===== src/rtl/abus_grant_ctrl.sv =====
// abus_grant_ctrl: registers the grant returned by the combinational abus_rr
// arbiter, holds it for the whole bus transaction (bounded by HOLD_MAX cycles)
// and rotates the one-hot arbiter priority past the owner on release.
module abus_grant_ctrl #(
    parameter int N        = 8,
    parameter int HOLD_MAX = 16
) (
    input  logic         clk,
    input  logic         rst,
    input  logic [N-1:0] m_req,
    input  logic [N-1:0] m_last,
    output logic [N-1:0] rr_req,
    output logic [N-1:0] rr_prio,
    input  logic [N-1:0] rr_grant,
    output logic [N-1:0] m_grant,
    output logic         bus_busy,
    output logic         timeout,
    output logic         grant_err
);

    localparam int CW = $clog2(HOLD_MAX);
    localparam logic [N-1:0]  LSB1    = {{(N-1){1'b0}}, 1'b1};
    localparam logic [CW-1:0] CNT_END = CW'(HOLD_MAX - 1);
    localparam logic [CW-1:0] CNT_ONE = CW'(1);

    typedef enum logic [1:0] {
        IDLE    = 2'd0,
        GRANT   = 2'd1,
        RELEASE = 2'd2
    } state_t;

    state_t        r_state, w_state_nxt;
    logic [N-1:0]  r_grant, w_grant_nxt;
    logic [N-1:0]  r_prio, w_prio_nxt;
    logic [CW-1:0] r_cnt, w_cnt_nxt;
    logic          r_busy, w_busy_nxt;
    logic          r_tmo, w_tmo_nxt;
    logic          r_err, w_err_nxt;

    logic          w_onehot;
    logic          w_last_hit;
    logic          w_req_drop;
    logic          w_hold_end;

    // A grant is only accepted if the arbiter returned exactly one bit.
    assign w_onehot   = (rr_grant != '0) && ((rr_grant & (rr_grant - LSB1)) == '0);
    // Only the owner's bits matter; other masters' m_last/m_req are ignored.
    assign w_last_hit = |(m_last & r_grant);
    assign w_req_drop = ~|(m_req & r_grant);
    assign w_hold_end = (r_cnt == CNT_END);

    // Requests reach the arbiter only while the bus is free.
    assign rr_req    = (r_state == IDLE) ? m_req : '0;
    assign rr_prio   = r_prio;
    assign m_grant   = r_grant;
    assign bus_busy  = r_busy;
    assign timeout   = r_tmo;
    assign grant_err = r_err;

    // Next-state, grant/priority/counter updates and one-cycle pulses.
    always_comb begin
        w_state_nxt = r_state;
        w_grant_nxt = r_grant;
        w_prio_nxt  = r_prio;
        w_cnt_nxt   = r_cnt;
        w_tmo_nxt   = 1'b0;
        w_err_nxt   = 1'b0;
        case (r_state)
            IDLE: begin
                if (w_onehot) begin
                    w_grant_nxt = rr_grant;
                    w_cnt_nxt   = '0;
                    w_state_nxt = GRANT;
                end else if (rr_grant != '0) begin
                    w_err_nxt = 1'b1;
                end
            end
            GRANT: begin
                if (w_last_hit || w_req_drop || w_hold_end) begin
                    w_grant_nxt = '0;
                    // Owner becomes lowest priority: its left neighbour goes first.
                    w_prio_nxt  = {r_grant[N-2:0], r_grant[N-1]};
                    w_state_nxt = RELEASE;
                    // A normal end on the last allowed cycle is not a timeout.
                    w_tmo_nxt   = !w_last_hit && !w_req_drop;
                end else begin
                    w_cnt_nxt = r_cnt + CNT_ONE;
                end
            end
            RELEASE: w_state_nxt = IDLE;
            default: w_state_nxt = IDLE;
        endcase
        w_busy_nxt = (w_state_nxt == GRANT);
    end

    // State and registered outputs; reset abandons any transaction at once.
    always_ff @(posedge clk or posedge rst) begin
        if (rst) begin
            r_state <= IDLE;
            r_grant <= '0;
            r_prio  <= LSB1;
            r_cnt   <= '0;
            r_busy  <= 1'b0;
            r_tmo   <= 1'b0;
            r_err   <= 1'b0;
        end else begin
            r_state <= w_state_nxt;
            r_grant <= w_grant_nxt;
            r_prio  <= w_prio_nxt;
            r_cnt   <= w_cnt_nxt;
            r_busy  <= w_busy_nxt;
            r_tmo   <= w_tmo_nxt;
            r_err   <= w_err_nxt;
        end
    end

endmodule


===== config.mk =====
export PLATFORM = sky130hd
export DESIGN_NAME = abus_grant_ctrl
export DESIGN_NICKNAME = d
export VERILOG_FILES = /design/src/rtl/abus_grant_ctrl.sv
export SDC_FILE = /design/constraint.sdc
export NUM_CORES = 1
export LEC_CHECK = 0
export ABC_CLOCK_PERIOD_IN_PS = 2600
export CAP_MARGIN = 20
export CORE_MARGIN = 4
export CORE_UTILIZATION = 46
export DETAILED_ROUTE_END_ITERATION = 10
export PLACE_DENSITY = 0.85
export SYNTH_ARGS = -nofsm -noshare
export SYNTH_HDL_FRONTEND = slang
export SYNTH_SLANG_ARGS = --single-unit

===== constraint.sdc =====
create_clock -name clk -period 2.6 [get_ports clk]
set_input_delay 0.39 -clock clk [delete_from_list [all_inputs] [get_ports clk]]
set_output_delay 0.39 -clock clk [all_outputs]
set_load 0.01 [all_outputs]

; Yosys cells after proc, flatten, opt, wreduce, memory -nomap -nowiden
; Index checks and enable logic that the tools add are counted.
[word_totals]
ff_bits = 25
latchBits = 0
wordCells = 48
out_inout_bits = 27
inputBits = 26
n_memories = 0
mem_bits_rw = 0
mem_bits_ro = 0
[op_classes]
addsub = 2
div_mod_pow = 0
muxes = 15
n_bitwise = 3
n_shift = 0
mul = 0
reduce_logical = 15
n_lt_le_gt_ge = 0
eq_ne = 6
[ops]
columns = operator, count
row1 = AND 8 bit, 3
row2 = two-way mux 8 bit, 3
row3 = one-hot mux 8 bit (2 select lines), 1
row4 = OR reduction 8 bit, 2
row5 = zero test 8 bit, 1
row6 = two-way mux 4 bit, 2
row7 = one-hot mux 4 bit (2 select lines), 1
row8 = nonzero test 8 bit, 1
row9 = subtractor 8 x 1 -> 8 bit (second input constant), 1
row10 = != test 2 bit (second input constant), 3
row11 = AND reduction 3 bit, 2
row12 = two-way mux 1 bit, 5
row13 = adder 4 x 1 -> 4 bit (second input constant), 1
row14 = == test 2 x 1 -> 1 bit (second input constant), 2
row15 = == test 4 bit (second input constant), 1
row16 = two-way mux 2 bit, 2
row17 = one-hot mux 2 bit (2 select lines), 1
row18 = logical AND 1 bit, 2
row19 = zero test 1 bit, 2
row20 = zero test 2 bit, 1
row21 = logical OR 1 bit, 2
row22 = AND reduction 2 bit, 1
row23 = nonzero test 2 bit, 1

; Logic depth before layout (Yosys ltp)
; Gate-level depths: netlist (run 1).
[depth]
depth_word = 8
ltp_mapped = 6
depth_no_buf = 6

; Worst setup path after synthesis (run 1)
; Ideal clock, no wire load.
[synth_timing]
path_kind = input to register
start = in rr_grant[3]
end = reg r_grant[0] (netlist: m_grant[0])
cell_stages = 6
arrival_time_ns = 1.803
path_buffers = 1
path_slack_ns = 0.672
t_required_ns = 2.475
setup_time_ns = 0.125
path_cell_list = or4_4 a21oi_1 a21oi_1 nor2_4 buf_6 mux2_4
[synth_between]
elab_chain_cells = 6
elab_cells_between_ends = 7
classes_between = add/sub: 1 / eq/ne: 1 / bitwise: 1 / reduce/logical: 4
[synth_lines]
columns = item, line
row1 = "start, declared", 14  ; input logic [N-1:0] rr_grant,
row2 = subtractor 8 x 1 -> 8 bit, 46  ; assign w_onehot = (rr_grant != '0) && ((rr_grant & (rr_grant - LSB1)) == '0);
row3 = AND 8 bit, 46
row4 = zero test 8 bit, 46
row5 = logical AND 1 bit *, 46
row6 = != test 2 bit (no line) *, -
row7 = AND reduction 3 bit (no line) *, -
row8 = "end signal, assigned", 108  ; r_grant <= w_grant_nxt;
row9 = "end, declared", 33  ; logic [N-1:0] r_grant, w_grant_nxt;
; Every way passes the cells marked *; elsewhere a longest branch is shown, timed or not.
; A chain may end at the register's enable or synchronous reset.

; Worst setup path in the final report (run 1)
[layout_timing]
start = reg r_state[0]
end = out rr_req[5]
[layout_between]
elab_chain_cells = 2
[layout_lines]
columns = item, line
row1 = "start, declared", 32  ; state_t r_state, w_state_nxt;
row2 = "start signal, assigned", 107  ; r_state <= w_state_nxt;
row3 = zero test 2 bit, 53  ; assign rr_req = (r_state == IDLE) ? m_req : '0;
row4 = two-way mux 8 bit, 53
row5 = "end, declared", 12  ; output logic [N-1:0] rr_req,
; No other way between the ends.

==> out/metrics.yaml, run 1 <==
worst_pin_slew_ps: 608.1
ys_seq_area_share_pct: 48.41
fin_skew_ps: 4.065
final_common_cell: "clkdlybuf4s50_1"
r2r-start: "r_state[0]$_DFF_PP0_"
drt-initial-drc-count: 39
r2r_end: "m_grant[6]$_DFFE_PP0P_"
leakagePower_nw: 0.8158
slew_violations: 0
fin_nets: 198
timing.hold.ws_ps: 413.4
overflow: 0
antenna_found_initial: 0
max-clock-path-buffers: 2
avgViaCountPerCell: 5.560
synth_nets: 136
min_period_over_period_pct: 90.56
gp_congestion: 0.8691
dieArea_sq_um: 3728
synth.largest_area_cell: "dfrtp_1"
first_pass_iters: 4
drc_errors: 0
critical_path_class: "reg2out"
placed_area_sq_um: 1889
synthCells: 109
hold_buffers: 0
hpwl_microns: 2782
max_freq_mhz: 424.7
die_w_microns: 61.06
first_global_vias: 1114
fin_crit_ps: 2355
rows: 18
yosysWarnings: 0
syn2layout_area_growth_pct: 48.02
synth_area_sq_um: 1295
finalSetupViolations: 0
cap_viol_max_count: 0
peakVddDrop_mv: 0.5745
numPortBuffers: 52
cts_root_buf: "clkbuf_4"
rsz0062_at_grt: "false"
end_kind: "output pin"
path_max_fanout: 10
required_ps: 2210
synth-seq-cells: 25
wire_per_inst_microns: 16.98
power_density_nw_per_um2: 721.3
grt_max_degree: 26
post_cts_resize_count: 0
maxSlewHeadroom_pct: 58.41
hold_viol_final: 0
cts_tree: "built"
clock_sinks: 25
h-tree-depth: 1
die_h_microns: 61.06
layout-drive-gt1-share_pct: 14.12
initial_utilization_pct: 50.00
status: "finished, final reports clean"
clk_pin_slew_ps: 140
via_count: 1112
cp-start-kind: "register"
core_area_sq_um: 2590
rr_worst_depth: 5
hp-class: "in2async"
ant_nets: 0
insertedDiodeCount: 0
grt_pass1_wl_microns: 5533
grt_use_total_pct: 20.32
synth_top_cell_area_share_pct: 46.38
cts-buffers-inserted: 3
synth.distinct_cells: 35
critPathArrivalTime_ps: 1960
post_cts_buffers: 0
io_pins: 53
ys_top_cells_by_area: "dfrtp_1, mux2_4, mux2_1"
design_area_sq_um: 1917
clk_latency_ps: 310
final_cell_mix: "clkdlybuf4s50_1, dfrtp_1, nor2b_1, mux2_1"
avgSynthCellArea_sq_um: 11.88
r2r_setup_slack_ps: 570
wl_microns: 3395
[registers in the layout, summed over array words and instances, names as in the netlist]
signal / cells
rr_prio: 8
m_grant: 8
r_state: 2
r_cnt: 4
bus_busy: 1
grant_err: 1
timeout: 1
[metal layers]
layer / GRT usage [%] / share of wire, % / vias up
met1: 24.50 / 41 / 548
met3: 2.725 / 5.4 / 4
met2: 37.01 / 53 / 30
li1: - / - / 530
met4: 6.811 / 1.2 / 0
met5: 0 / 0 / -
[worst max-delay path, stage by stage, from the launching register on]
cell and delay [ps]:
dfrtp_1 420, nor2_1 470, and2_1 220, clkdlybuf4s50_1 540
[cell usage after synthesis (all sizes together)]
| cell type | instances |
|---|---|
| or3 | 3 |
| nand2b | 1 |
| a2111oi | 1 |
| o22ai | 1 |
| o221a | 1 |
| and2 | 8 |
| a22oi | 8 |
| buf | 2 |
| nand3 | 3 |
| maj3 | 1 |
| o21ai | 4 |
| or4 | 1 |
| ha | 1 |
| xor2 | 1 |
| a21oi | 4 |
| o31ai | 1 |
| dfstp | 1 |
| dfrtp | 24 |
| nor3 | 2 |
| a31oi | 1 |
| nor2b | 9 |
| nor4 | 1 |
| nand4 | 2 |
| and4 | 2 |
| o21a | 1 |
| nand2 | 2 |
| nor2 | 4 |
| mux2 | 16 |
| inv | 2 |
| mux2i | 1 |
[cell type report]
cell class	count	area, sq um
Fill cell	188	673.1
Inverter	2	7.507
Clock buffer	3	22.52
Timing Repair Buffer	59	573.1
Tap cell	30	37.54
Sequential cell	25	626.9
Multi-Input combinational cell	80	644.4
Clock inverter	1	5.005
[worst max path at each step]
stage	start	endpoint	depth (start not counted)	slack [ps]
after floorplan	rr_grant[3]	m_grant[0]$_DFFE_PP0P_	6	670
after global placement	rr_grant[3]	m_grant[6]$_DFFE_PP0P_	6	80
after detailed placement	rr_grant[2]	m_grant[6]$_DFFE_PP0P_	6	-100
after CTS	rr_grant[2]	m_grant[6]$_DFFE_PP0P_	6	250
after global routing	r_state[0]$_DFF_PP0_	rr_req[4]	3	90
final	r_state[0]$_DFF_PP0_	rr_req[5]	3	250
[cell families after synthesis]
| kind of cell | Yosys count | share of synthesized area, % |
|---|---|---|
| adder cells (fa/ha/maj) | 2 | 1.739 |
| buffers and inverters | 4 | 1.836 |
| AND/OR/NAND/NOR | 38 | 18.07 |
| XOR/XNOR | 1 | 0.6765 |
| multiplexers | 17 | 16.72 |
| AO/OA/AOI/OAI | 22 | 12.56 |
| flip-flops | 25 | 48.41 |
[per-stage QoR]
| step | setup slack [ps] | setup TNS [ps] | util (%) | power [mW] | std cells |
|---|---|---|---|---|---|
| 5_1_grt | 89.45 | 0 | 74.01 | 1.472 | 200 |
| 4_1_cts | 248.1 | 0 | 74.01 | 1.394 | 200 |
| 2_1_floorplan | 672.2 | 0 | - | 0.8735 | 109 |
| 6_report | 245.3 | 0 | 74.01 | 1.383 | 200 |
| 3_3_place_gp | 79.44 | 0 | 72.95 | 1.201 | 196 |
| 3_5_place_dp | -98.08 | -627.2 | 72.95 | 1.225 | 196 |
[where the power goes]
group          switching, mW  internal [mW]  total (mW)  leakage (nW)
clock                  0.115         0.0575       0.172        0.0177
combinational          0.234          0.375       0.609         0.471
sequential             0.107          0.494       0.601         0.327
total                  0.456          0.927        1.38         0.816
Power figures use the tool's default switching activity.
==> inputs of run 2 (changes only) <==
- ABC_CLOCK_PERIOD_IN_PS: 2600 -> default
- CORE_UTILIZATION: 46 -> 40
- PLACE_DENSITY: 0.85 -> 0.75
==> out/metrics.yaml, run 2 (same netlist as run 1, synthesis figures left out) <==
status: "finished, final reports clean"
die_w_microns: 64.90  # +6.3%
critPathBufInv: 1  # unchanged
worst_pin_slew_ps: 536.3  # -71.78 ps
wl_microns: 3322  # -2.2%
power_density_nw_per_um2: 709.6  # -1.6%
critPathArrivalTime_ps: 1910  # -50 ps
hold_viol_final: 0  # unchanged
overflow: 0  # unchanged
post_cts_buffers: 0  # unchanged
first_pass_iters: 4  # unchanged
r2r_setup_slack_ps: 690  # +120 ps
wire_per_inst_microns: 15.52  # -8.6%
cts-buffers-inserted: 3  # unchanged
placed_area_sq_um: 1907  # +0.93%
r2r_end: "m_grant[3]$_DFFE_PP0P_"
dieArea_sq_um: 4212  # +13%
rr_worst_depth: 6  # +1
end_kind: "output pin"
hp-class: "in2async"
hold_buffers: 0  # unchanged
path_max_fanout: 10  # unchanged
slew_violations: 0  # unchanged
required_ps: 2210  # about the same
fin_crit_ps: 2297  # -57.87 ps
insertedDiodeCount: 0  # unchanged
max_freq_mhz: 435.4  # +2.5%
finalSetupViolations: 0  # unchanged
syn2layout_area_growth_pct: 49.28
io_pins: 53  # unchanged
grt_max_degree: 26  # unchanged
drc_errors: 0  # unchanged
gp_congestion: 0.8902  # +2.4%
rsz0062_at_grt: "false"
rows: 20  # +2
max_stage_delay_ps: 540  # about the same
clock_sinks: 25  # unchanged
max-clock-path-buffers: 2  # unchanged
final_cell_mix: "clkdlybuf4s50_1, dfrtp_1, nor2b_1, mux2_1"
clk_pin_slew_ps: 120  # -20 ps
cp-start-kind: "register"
ant_nets: 0  # unchanged
endpoint: "rr_req[1]"
h-tree-depth: 1  # unchanged
fin_total_pwr_mw: 1.372  # -0.79%
grt_pass1_wl_microns: 5368  # -3.0%
cts_tree: "built"
layout-drive-gt1-share_pct: 13.53  # -0.59 points
antenna_found_initial: 0  # unchanged
cts_root_buf: "clkbuf_4"
leakagePower_nw: 0.8137  # -0.26%
fin_nets: 198  # unchanged
crit_chain: "nor2_1 -> and2_1 -> clkdlybuf4s50_1"
via_count: 1106  # -0.54%
maxSlewHeadroom_pct: 63.32  # +4.9 points
slowest_stage: "clkdlybuf4s50_1"
initial_utilization_pct: 42.07  # -7.9 points
crit_cells: 3  # unchanged
drt-initial-drc-count: 21  # -46%
final_common_cell: "clkdlybuf4s50_1"
first_global_vias: 1158  # +3.9%
crit_family: "simple AND/OR/NAND/NOR gates"
design_area_sq_um: 1933  # +0.85%
grt_use_total_pct: 16.72  # -3.6 points
fin_skew_ps: 2.372  # -1.693 ps
avgViaCountPerCell: 5.168  # -7.0%
post_cts_resize_count: 0  # unchanged
die_h_microns: 64.90  # +6.3%
numPortBuffers: 52  # unchanged
clk_latency_ps: 310  # about the same
cap_viol_max_count: 0  # unchanged
r2r-start: "r_state[0]$_DFF_PP0_"
fin_tns_setup_ps: 0  # unchanged
core_area_sq_um: 3078  # +19%
hpwl_microns: 2724  # -2.1%
peakVddDrop_mv: 0.3458  # -40%
min_period_over_period_pct: 88.34  # -2.2 points
cp-startpoint: "r_state[0]$_DFF_PP0_"
critical_path_class: "reg2out"
[run 2: cell types whose count changed in the layout (fill, tap and decap cells not counted), sizes merged]
cell	previous run	this run
clkbuf	3	4
clkinv	1	0
[run 2: power by group]
group          internal (mW)  switching [mW]
Sequential             0.494           0.105
Combinational          0.374           0.234
Clock                 0.0598           0.104
[run 2: cell type report]
class	count	area [sq um]
sequential	25	626.9
clock buffer	4	26.28
inverter	2	7.507
tap	44	55.05
timing repair buffer	59	573.1
fill	252	1145
multi-input combinational	80	644.4
[run 2: worst min-delay path, delay by kind of cell]
family	cells	cell delay, ps
buf+inv	3	750
[run 2: metrics by stage]
step | util (%) | cells | setup WS (ps) | hold WS, ps
global route | 62.80 | 214 | 191.4 | 471.4
floorplan | - | 109 | 672.2 | 416.6
CTS | 62.80 | 214 | 263.8 | 412.3
global placement | 61.95 | 210 | 146.0 | 465.3
detailed placement | 61.95 | 210 | 92.01 | 474.6
finish | 62.80 | 214 | 303.2 | 416.4
[run 2: per-layer routing]
metal	vias to the layer above	track usage, %	wire, microns
met5	-	0	0
met1	543	19.89	1444
met2	31	28.99	1683
met4	0	9.235	41
li1	530	-	-
met3	2	2.080	153
[run 2: worst min path at each step]
stage | from | endpoint | slack (ps) | cells after the start
final | rst | rr_prio[1]$_DFFE_PP0P_ | 420 | 3
after global routing | rst | rr_prio[7]$_DFFE_PP0P_ | 470 | 3
after CTS | rst | m_grant[7]$_DFFE_PP0P_ | 410 | 3
after detailed placement | rr_prio[6]$_DFFE_PP0P_ | rr_prio[6]$_DFFE_PP0P_ | 470 | 1
after global placement | rr_prio[6]$_DFFE_PP0P_ | rr_prio[6]$_DFFE_PP0P_ | 470 | 1
after floorplan | rst | bus_busy$_DFF_PP0_ | 420 | 1
==> inputs of run 3 (changes only) <==
- clock period: 2.6 -> 2.3 ns (I/O delays scaled with it)
==> out/metrics.yaml, run 3 (same netlist as run 1, synthesis figures left out) <==
slew_violations: 0  # unchanged
worst_slack_ps: 179.5  # -123.7 ps
final_cells: 225  # +5.1%
h-tree-depth: 1  # unchanged
min_period_over_period_pct: 92.19
max_stage_delay_ps: 540  # about the same
slowest_stage: "clkdlybuf4s50_1"
worst_pin_slew_ps: 343.0  # -193.3 ps
crit_family: "buffers and inverters"
fin_crit_ps: 2120
cp-start-kind: "register"
initial_utilization_pct: 42.07  # unchanged
post_cts_buffers: 0  # unchanged
end_kind: "output pin"
required_ps: 1960  # -250 ps
cap_viol_max_count: 0  # unchanged
crit_chain: "nor2_2 -> and2_1 -> clkdlybuf4s50_1"
place_worst_setup_slack_ps: -93.12  # -185.1 ps
placedCellCount: 221  # +5.2%
antenna_found_initial: 0  # unchanged
status: "finished, final reports clean"
hold_viol_final: 0  # unchanged
grt_pass1_wl_microns: 5595  # +4.2%
clock_sinks: 25  # unchanged
grt_max_degree: 26  # unchanged
hp-class: "in2async"
final.fill_count: 241  # -4.4%
wl_microns: 3365  # +1.3%
peakVddDrop_mv: 0.4365  # +26%
grt_use_total_pct: 17.19  # +0.47 points
wire_per_inst_microns: 14.96  # -3.7%
final_common_cell: "clkdlybuf4s50_1"
first_pass_iters: 4  # unchanged
drc_errors: 0  # unchanged
maxSlewHeadroom_pct: 76.54  # +13 points
fin_total_pwr_mw: 1.584  # +15%
ant_nets: 0  # unchanged
dieArea_sq_um: 4212  # unchanged
clk_pin_slew_ps: 140  # +20 ps
die_h_microns: 64.90  # unchanged
gp_congestion: 0.8413  # -5.5%
design_area_sq_um: 2034  # +5.2%
finalSetupViolations: 0  # unchanged
timing.hold.ws_ps: 351.9  # -64.58 ps
clk_latency_ps: 320  # about the same
die_w_microns: 64.90  # unchanged
critical_path_class: "reg2out"
multi_input_area_sq_um: 646.9  # +0.39%
critPathBufInv: 1  # unchanged
leakagePower_nw: 0.8689  # +6.8%
avgViaCountPerCell: 5.160  # -0.16%
cts-buffers-inserted: 3  # unchanged
rows: 20  # unchanged
max-clock-path-buffers: 2  # unchanged
core_area_sq_um: 3078  # unchanged
first_global_vias: 1178  # +1.7%
overflow: 0  # unchanged
path_max_fanout: 10  # unchanged
insertedDiodeCount: 0  # unchanged
seq_area_sq_um: 626.9  # unchanged
io_pins: 53  # unchanged
critPathArrivalTime_ps: 1780  # -130 ps
syn2layout_area_growth_pct: 57.10
fin_skew_ps: 2.521  # +0.1493 ps
final_cell_mix: "clkdlybuf4s50_1, dfrtp_1, buf_4, nor2b_1, mux2_1"
layout-drive-gt1-share_pct: 19.89  # +6.4 points
power_density_nw_per_um2: 778.6  # +9.7%
numPortBuffers: 52  # unchanged
cts_root_buf: "clkbuf_4"
fin_nets: 209  # +5.6%
max_freq_mhz: 471.6
via_count: 1161  # +5.0%
placed_area_sq_um: 2002  # +5.0%
cts_tree: "built"
hpwl_microns: 2749  # +0.89%
drt-initial-drc-count: 46  # +120%
rsz0062_at_grt: "false"
==> run 3: routing by layer <==
| metal | up-vias | wire [microns] | global-route usage, % |
|---|---|---|---|
| met3 | 4 | 167 | 1.906 |
| li1 | 549 | - | - |
| met4 | 0 | 39 | 5.541 |
| met5 | - | 0 | 0 |
| met2 | 31 | 1724 | 30.14 |
| met1 | 577 | 1433 | 21.95 |
==> run 3: cell type report <==
| class | count | share of cell area [%] |
|---|---|---|
| well taps | 44 | 2.706 |
| clock inverters | 1 | 0.3690 |
| flip-flops and latches | 25 | 30.81 |
| clock buffers | 3 | 1.107 |
| inverters | 2 | 0.3690 |
| multi-input cells | 80 | 31.80 |
| repair buffers | 70 | 32.84 |
==> run 3: stage by stage <==
step                      utilization [%]  TNS (ps)
final                               66.10         0
after global routing                66.10         0
after CTS                           66.02         0
after detailed placement            65.04    -674.1
after global placement              65.04    -287.1
after floorplan                         -         0
==> run 3: what timing repair did <==
action | CTS | global route
endpoints found under the setup margin | 0 | 8
hold buffers | 0 | 0
gates resized for setup | 0 | 1
==> run 3: power breakdown <==
group | total, mW | switching, mW | internal (mW) | leakage [nW]
registers | 0.682 | 0.123 | 0.559 | 0.327
logic | 0.700 | 0.263 | 0.437 | 0.528
clock network | 0.202 | 0.136 | 0.0664 | 0.0139
==> run 3: tightest hold or removal path: stages <==
cell,delay [ps]
clkdlybuf4s50_1,390
inv_1,50
buf_4,300
==> run 3: final timing paths <==
path                                        startpoint                      to  slack [ps]  cells after the start
min in group clk                rr_prio[6]$_DFFE_PP0P_  rr_prio[6]$_DFFE_PP0P_         500                      1
worst min-delay path                               rst  rr_prio[1]$_DFFE_PP0P_         350                      3
worst max-delay path              r_state[0]$_DFF_PP0_               rr_req[1]         180                      3
worst max register to register  m_grant[6]$_DFFE_PP0P_  m_grant[6]$_DFFE_PP0P_         520                      6
max in group asynchronous                          rst  rr_prio[0]$_DFFE_PP1P_        1660                      3
worst min register to register  rr_prio[6]$_DFFE_PP0P_  rr_prio[6]$_DFFE_PP0P_         500                      1
